### src/rtl/imm_gen_stage.sv
// imm_gen_stage
// Immediate-generation pipeline stage. The immediate is extracted
// combinationally from the incoming instruction word. It is then registered
// together with the instruction in a two-entry skid buffer, which has a main
// (output) register and one skid register.
// in_ready is a pure register, so out_ready has no combinational path to
// in_ready. XLEN may be 32 or 64.

module imm_gen_stage #(
    parameter int XLEN = 64
) (
    input  logic            clk,
    input  logic            reset,
    input  logic            flush,
    input  logic            in_valid,
    output logic            in_ready,
    input  logic [31:0]     in_instr,
    input  logic [2:0]      in_imm_sel,
    output logic            out_valid,
    input  logic            out_ready,
    output logic [31:0]     out_instr,
    output logic [XLEN-1:0] out_imm
);

    // Immediate format selects
    localparam logic [2:0] SEL_I  = 3'b000;
    localparam logic [2:0] SEL_S  = 3'b001;
    localparam logic [2:0] SEL_B  = 3'b010;
    localparam logic [2:0] SEL_J  = 3'b011;
    localparam logic [2:0] SEL_U  = 3'b100;
    localparam logic [2:0] SEL_Z  = 3'b101;
    localparam logic [2:0] SEL_SH = 3'b110;

    // Every format fits in 32 bits once it is sign- or zero-extended to 32
    // bits. The 32-bit value is then widened by a signed cast, so bit 31
    // carries the sign (or zero) up to XLEN. This needs no zero-width
    // replication when XLEN is 32.
    function automatic logic [XLEN-1:0] decode_imm(
        input logic [31:0] instr,
        input logic [2:0]  sel
    );
        logic [31:0] raw32;
        case (sel)
            SEL_I:   raw32 = {{20{instr[31]}}, instr[31:20]};
            SEL_S:   raw32 = {{20{instr[31]}}, instr[31:25], instr[11:7]};
            SEL_B:   raw32 = {{20{instr[31]}}, instr[7], instr[30:25],
                              instr[11:8], 1'b0};
            SEL_J:   raw32 = {{12{instr[31]}}, instr[19:12], instr[20],
                              instr[30:21], 1'b0};
            SEL_U:   raw32 = {instr[31:12], 12'b0};
            SEL_Z:   raw32 = {27'b0, instr[19:15]};
            SEL_SH: begin
                if (XLEN == 64) begin
                    raw32 = {26'b0, instr[25:20]};
                end else begin
                    raw32 = {27'b0, instr[24:20]};
                end
            end
            default: raw32 = 32'b0;
        endcase
        return XLEN'($signed(raw32));
    endfunction

    // Held state
    logic            main_valid_r;
    logic [31:0]     main_instr_r;
    logic [XLEN-1:0] main_imm_r;
    logic            skid_valid_r;
    logic [31:0]     skid_instr_r;
    logic [XLEN-1:0] skid_imm_r;
    logic            in_ready_r;

    // Next-state values
    logic            main_valid_s;
    logic [31:0]     main_instr_s;
    logic [XLEN-1:0] main_imm_s;
    logic            skid_valid_s;
    logic [31:0]     skid_instr_s;
    logic [XLEN-1:0] skid_imm_s;
    logic            in_ready_s;

    // Handshake events and the decoded immediate of the incoming word
    logic            accept_s;
    logic            drain_s;
    logic [XLEN-1:0] in_imm_s;

    // Decode the immediate and qualify the two transfer events
    always_comb begin
        in_imm_s = decode_imm(in_instr, in_imm_sel);
        accept_s = in_valid & in_ready_r;
        drain_s  = main_valid_r & out_ready;
    end

    // Next-state logic for the main and skid entries; flush takes priority
    always_comb begin
        main_valid_s = main_valid_r;
        main_instr_s = main_instr_r;
        main_imm_s   = main_imm_r;
        skid_valid_s = skid_valid_r;
        skid_instr_s = skid_instr_r;
        skid_imm_s   = skid_imm_r;

        if (flush) begin
            // Discard both entries and any word offered this cycle
            main_valid_s = 1'b0;
            skid_valid_s = 1'b0;
        end else if (drain_s || !main_valid_r) begin
            // Main is free at this edge: the oldest pending entry fills it
            if (skid_valid_r) begin
                main_valid_s = 1'b1;
                main_instr_s = skid_instr_r;
                main_imm_s   = skid_imm_r;
                skid_valid_s = 1'b0;
            end else if (accept_s) begin
                main_valid_s = 1'b1;
                main_instr_s = in_instr;
                main_imm_s   = in_imm_s;
            end else begin
                main_valid_s = 1'b0;
            end
        end else begin
            // Main is stalled: an accepted word parks in the skid register
            if (accept_s) begin
                skid_valid_s = 1'b1;
                skid_instr_s = in_instr;
                skid_imm_s   = in_imm_s;
            end else begin
                skid_valid_s = skid_valid_r;
            end
        end

        in_ready_s = ~skid_valid_s;
    end

    // State registers; reset clears every entry and opens the input
    always_ff @(posedge clk or posedge reset) begin
        if (reset) begin
            main_valid_r <= 1'b0;
            main_instr_r <= 32'b0;
            main_imm_r   <= {XLEN{1'b0}};
            skid_valid_r <= 1'b0;
            skid_instr_r <= 32'b0;
            skid_imm_r   <= {XLEN{1'b0}};
            in_ready_r   <= 1'b1;
        end else begin
            main_valid_r <= main_valid_s;
            main_instr_r <= main_instr_s;
            main_imm_r   <= main_imm_s;
            skid_valid_r <= skid_valid_s;
            skid_instr_r <= skid_instr_s;
            skid_imm_r   <= skid_imm_s;
            in_ready_r   <= in_ready_s;
        end
    end

    // Outputs come straight from registers
    assign in_ready  = in_ready_r;
    assign out_valid = main_valid_r;
    assign out_instr = main_instr_r;
    assign out_imm   = main_imm_r;

endmodule

### config.mk
export PLATFORM = sky130hd
export DESIGN_NAME = imm_gen_stage
export DESIGN_NICKNAME = d
export VERILOG_FILES = /design/src/rtl/imm_gen_stage.sv
export SDC_FILE = /design/constraint.sdc
export NUM_CORES = 1
export LEC_CHECK = 0
export BUFFER_PORTS_ARGS = -buffer_cell sky130_fd_sc_hd__buf_2
export CORE_UTILIZATION = 54
export DETAILED_ROUTE_END_ITERATION = 10
export GPL_ROUTABILITY_DRIVEN = 0
export PLACE_DENSITY = 0.82
export SETUP_SLACK_MARGIN = 0.3
export SLEW_MARGIN = 20
export SYNTH_ARGS = -nofsm -noshare
export SYNTH_HDL_FRONTEND = slang
export SYNTH_SLANG_ARGS = --single-unit
### constraint.sdc
create_clock -name clk -period 4.4 [get_ports clk]
set_input_delay 0.44 -clock clk [delete_from_list [all_inputs] [get_ports clk]]
set_output_delay 0.44 -clock clk [all_outputs]
set_load 0.03 [all_outputs]
==> results by group <==
Critical path
  • Worst path buffer plus inverter count: 1
  • Delay-heaviest family, CP: simple AND/OR/NAND/NOR gates
  • Worst path max stage delay: 0.81 ns
  • Arrival @ worst endpoint: 2.77 ns
  • Worst Path Required: 4.67 ns
  • CP Class: reg -> reg
  • Crit path max fanout: 56
  • Crit-path cells: a21o_1, nand3_2, buf_4, nand2_1, o21ai_0
  • Crit path launch type: register
  • CP endpoint kind: register
  • Critical path's slowest cell: nand3_2

Synthesis
  • Yosys cell types: 39
  • Synthesized area per cell: 9.76 sq um
  • Syn_nets: 667
  • EDFF count, synth: 0
  • Top_reg_cell synth: dfrtp_1
  • Mapped Area: 0.00612 sq mm
  • Async SR Flop Fraction: 100%
  • Yosys warns: 0
  • Post-synthesis register bit count: 131
  • Sequential share of the synthesized area: 53.6%
  • Syn Inst Count: 627

Global route
  • Initial antenna violation count: 1
  • Largest net degree at the start of global routing: 83
  • First-pass GRT wire length: 23400 microns
  • Vias in the first global route: 4627
  • Total global-route track usage: 26.2%
  • GR Overflow Total: 0

Drt
  • Vias/cell: 5.61
  • Final ANT Viol Nets: 0
  • Total number of vias: 4896
  • 1st-pass router iterations: 5
  • Iter 0 DRT Violations: 346
  • Final wirelength: 14700 microns
  • Routed len/inst: 16.8 microns
  • Drt drc: 0

Clocking
  • Postcts setup bufs: 0
  • H-tree depth: 4
  • Clk sinks: 131
  • CTS tree: done
  • Clock slew at reported path FFs: 0.06 ns
  • Root Driver: clkbuf_16
  • Clk Latency, worst-skew pair: 0.42 ns
  • Inserted Clock Buffers: 17
  • PostCTS Resize Cnt: 0
  • CTS Hold Bufs: 0
  • CTS Buffer Depth: 2

Status
  • Outcome: finished, final reports clean

STA
  • TNS Setup: 0 ns
  • Post-layout min period: 2.49 ns
  • Max Slew Vio Count: 0
  • Final setup viols: 0
  • Fin. Hold Viols: 0
  • Tightest Pin Transition: 1.05 ns
  • RSZ-0062 raised after global routing: false
  • Crit share post-route: 56.7%
  • Final Worst Setup Slack: 1.91 ns
  • Rel. slew slack: 29.7%
  • Setup Skew: 0.00652 ns
  • Highest Clock Rate: 0.401 GHz

Pwr
  • Clock share of power: 38.6%
  • Cell-internal power: 2.71 mW
  • Max VDD drop: 0.246 mV
  • Logic pwr share: 21.9%
  • Sw power: 1.28 mW
  • Power per Cell Area: 550 mW/mm^2
  • Flop pwr share: 39.5%
  • Net Sw Frac: 32.0%
  • Leakage power: 3.59 nW

Final layout
  • Area growth, synth to finish: 18.5%
  • Footprint of the multi-input gates: 0.00235 sq mm
  • Nets: 760
  • Ant. Diodes: 0
  • Share of layout cells above drive strength 1: 29.9%
  • Register area: 0.00328 sq mm
  • Commonest non-fill, non-tap cell in the layout: nand2_1
  • Layout Cells excl Fill: 873
  • # fillers: 838
  • Commonest cells after routing, fill and taps aside: nand2_1, buf_2, dfrtp_1

Place
  • Post-place setup slack: 1.99 ns
  • Port Buffers: 137
  • Placed cell count: 840
  • Estimated wirelength of the detail-placed design: 9470 microns

Worst hold path
  • HP Class: in -> async

Die
  • Die area: 0.0118 sq mm
  • Die Wd: 108 microns
  • Row cnt: 38
  • Core ar.: 0.0109 sq mm
  • Initial core utilization: 55.9%
  • Die H: 108 microns
  • I/O Pins: 138

Run
  • Max-cap violations: 0
[path summary, 6_finish.rpt]
kind                               startpoint  slack [ns]         endpoint  depth (start not counted)
worst max register to register       in_ready        1.91     out_instr[6]                          5
max in group asynchronous               reset        3.25    out_instr[20]                          3
worst min register to register  out_instr[26]        0.47    out_instr[26]                          2
worst max-delay path                 in_ready        1.91     out_instr[6]                          5
worst min-delay path                    reset        0.14    out_instr[26]                          2
min in group clk                  in_instr[5]        0.22  skid_instr_r[5]                          3
[cells by family (layout without fill, tap and decap cells)]
logic type,after synthesis,in the layout,share of synthesized area [%]
flops,131,131,53.6
mux,53,53,9.00
compound gates,129,129,12.5
buf+inv,78,184,8.06
simple gates,234,234,16.2
xor+xnor,2,2,0.593
[cell type report]
class / count / area share [%]
Sequential cell: 131 / 45.3
Clock inverter: 14 / 2.90
Tap cell: 140 / 2.42
Timing Repair Buffer: 147 / 10.6
Inverter: 5 / 0.293
Clock buffer: 18 / 6.06
Multi-Input combinational cell: 418 / 32.5
[cells in the mapped netlist (2+ instances only)]
cell      number  area, sq um
buf_4         37          278
mux2_2        16          180
a221o_1        5         50.1
a221oi_1       4         35.0
nor2b_1        3         18.8
a211oi_1       2         15.0
nand3_1       15         75.1
buf_6          5         56.3
o211ai_1       9         67.6
o21ai_1       29          145
clkbuf_1       8         30.0
o21ai_0       45          225
and3_1        10         62.6
a21oi_1       20          100
mux2i_1       37          370
a21oi_2       11         96.3
buf_2         19         95.1
buf_1          4         15.0
dfrtp_1      130         3250
nor2_1         3         11.3
inv_1          4         15.0
nand2_1      194          728
[worst reg2reg max path: stages, from the launching register on]
cell	delay, ns
dfstp_2	0.56
a21o_1	0.16
nand3_2	0.81
buf_4	0.58
nand2_1	0.13
o21ai_0	0.12
[power groups by stage]
stage                     sequential (mW)  combinational [mW]  clock (mW)
final                                1.58               0.873        1.54
after floorplan                      1.77               0.487           0
after global routing                 1.60               0.946        1.61
after CTS                            1.57               0.875        1.56
after global placement               1.58               0.845           0
after detailed placement             1.59               0.867           0
[flip-flops by register name, summed over array words and instances (netlist names)]
register and flops:
in_ready 1, out_imm 32, out_instr 32, out_valid 1, skid_imm_r 32, skid_instr_r 32, skid_valid_r 1
[routing by layer]
metal,part of all wire [%],vias up,global-route usage (%)
met2,50,222,42.8
li1,-,2272,-
met4,2.1,2,8.78
met1,40,2372,32.8
met5,0.068,-,0
met3,8.1,28,8.38
[stage by stage]
| step | util, % | hold slack (ns) | power, mW | cell area, sq um |
|---|---|---|---|---|
| floorplan | - | 0.438 | 2.25 | 6120 |
| finish | 66.3 | 0.135 | 3.99 | 7250 |
| global placement | 60.2 | 0.451 | 2.42 | 6590 |
| CTS | 66.2 | 0.185 | 4.00 | 7240 |
| global route | 66.3 | 0.211 | 4.16 | 7250 |
| detailed placement | 60.2 | 0.462 | 2.46 | 6590 |
(Power assumes the default switching activity.)
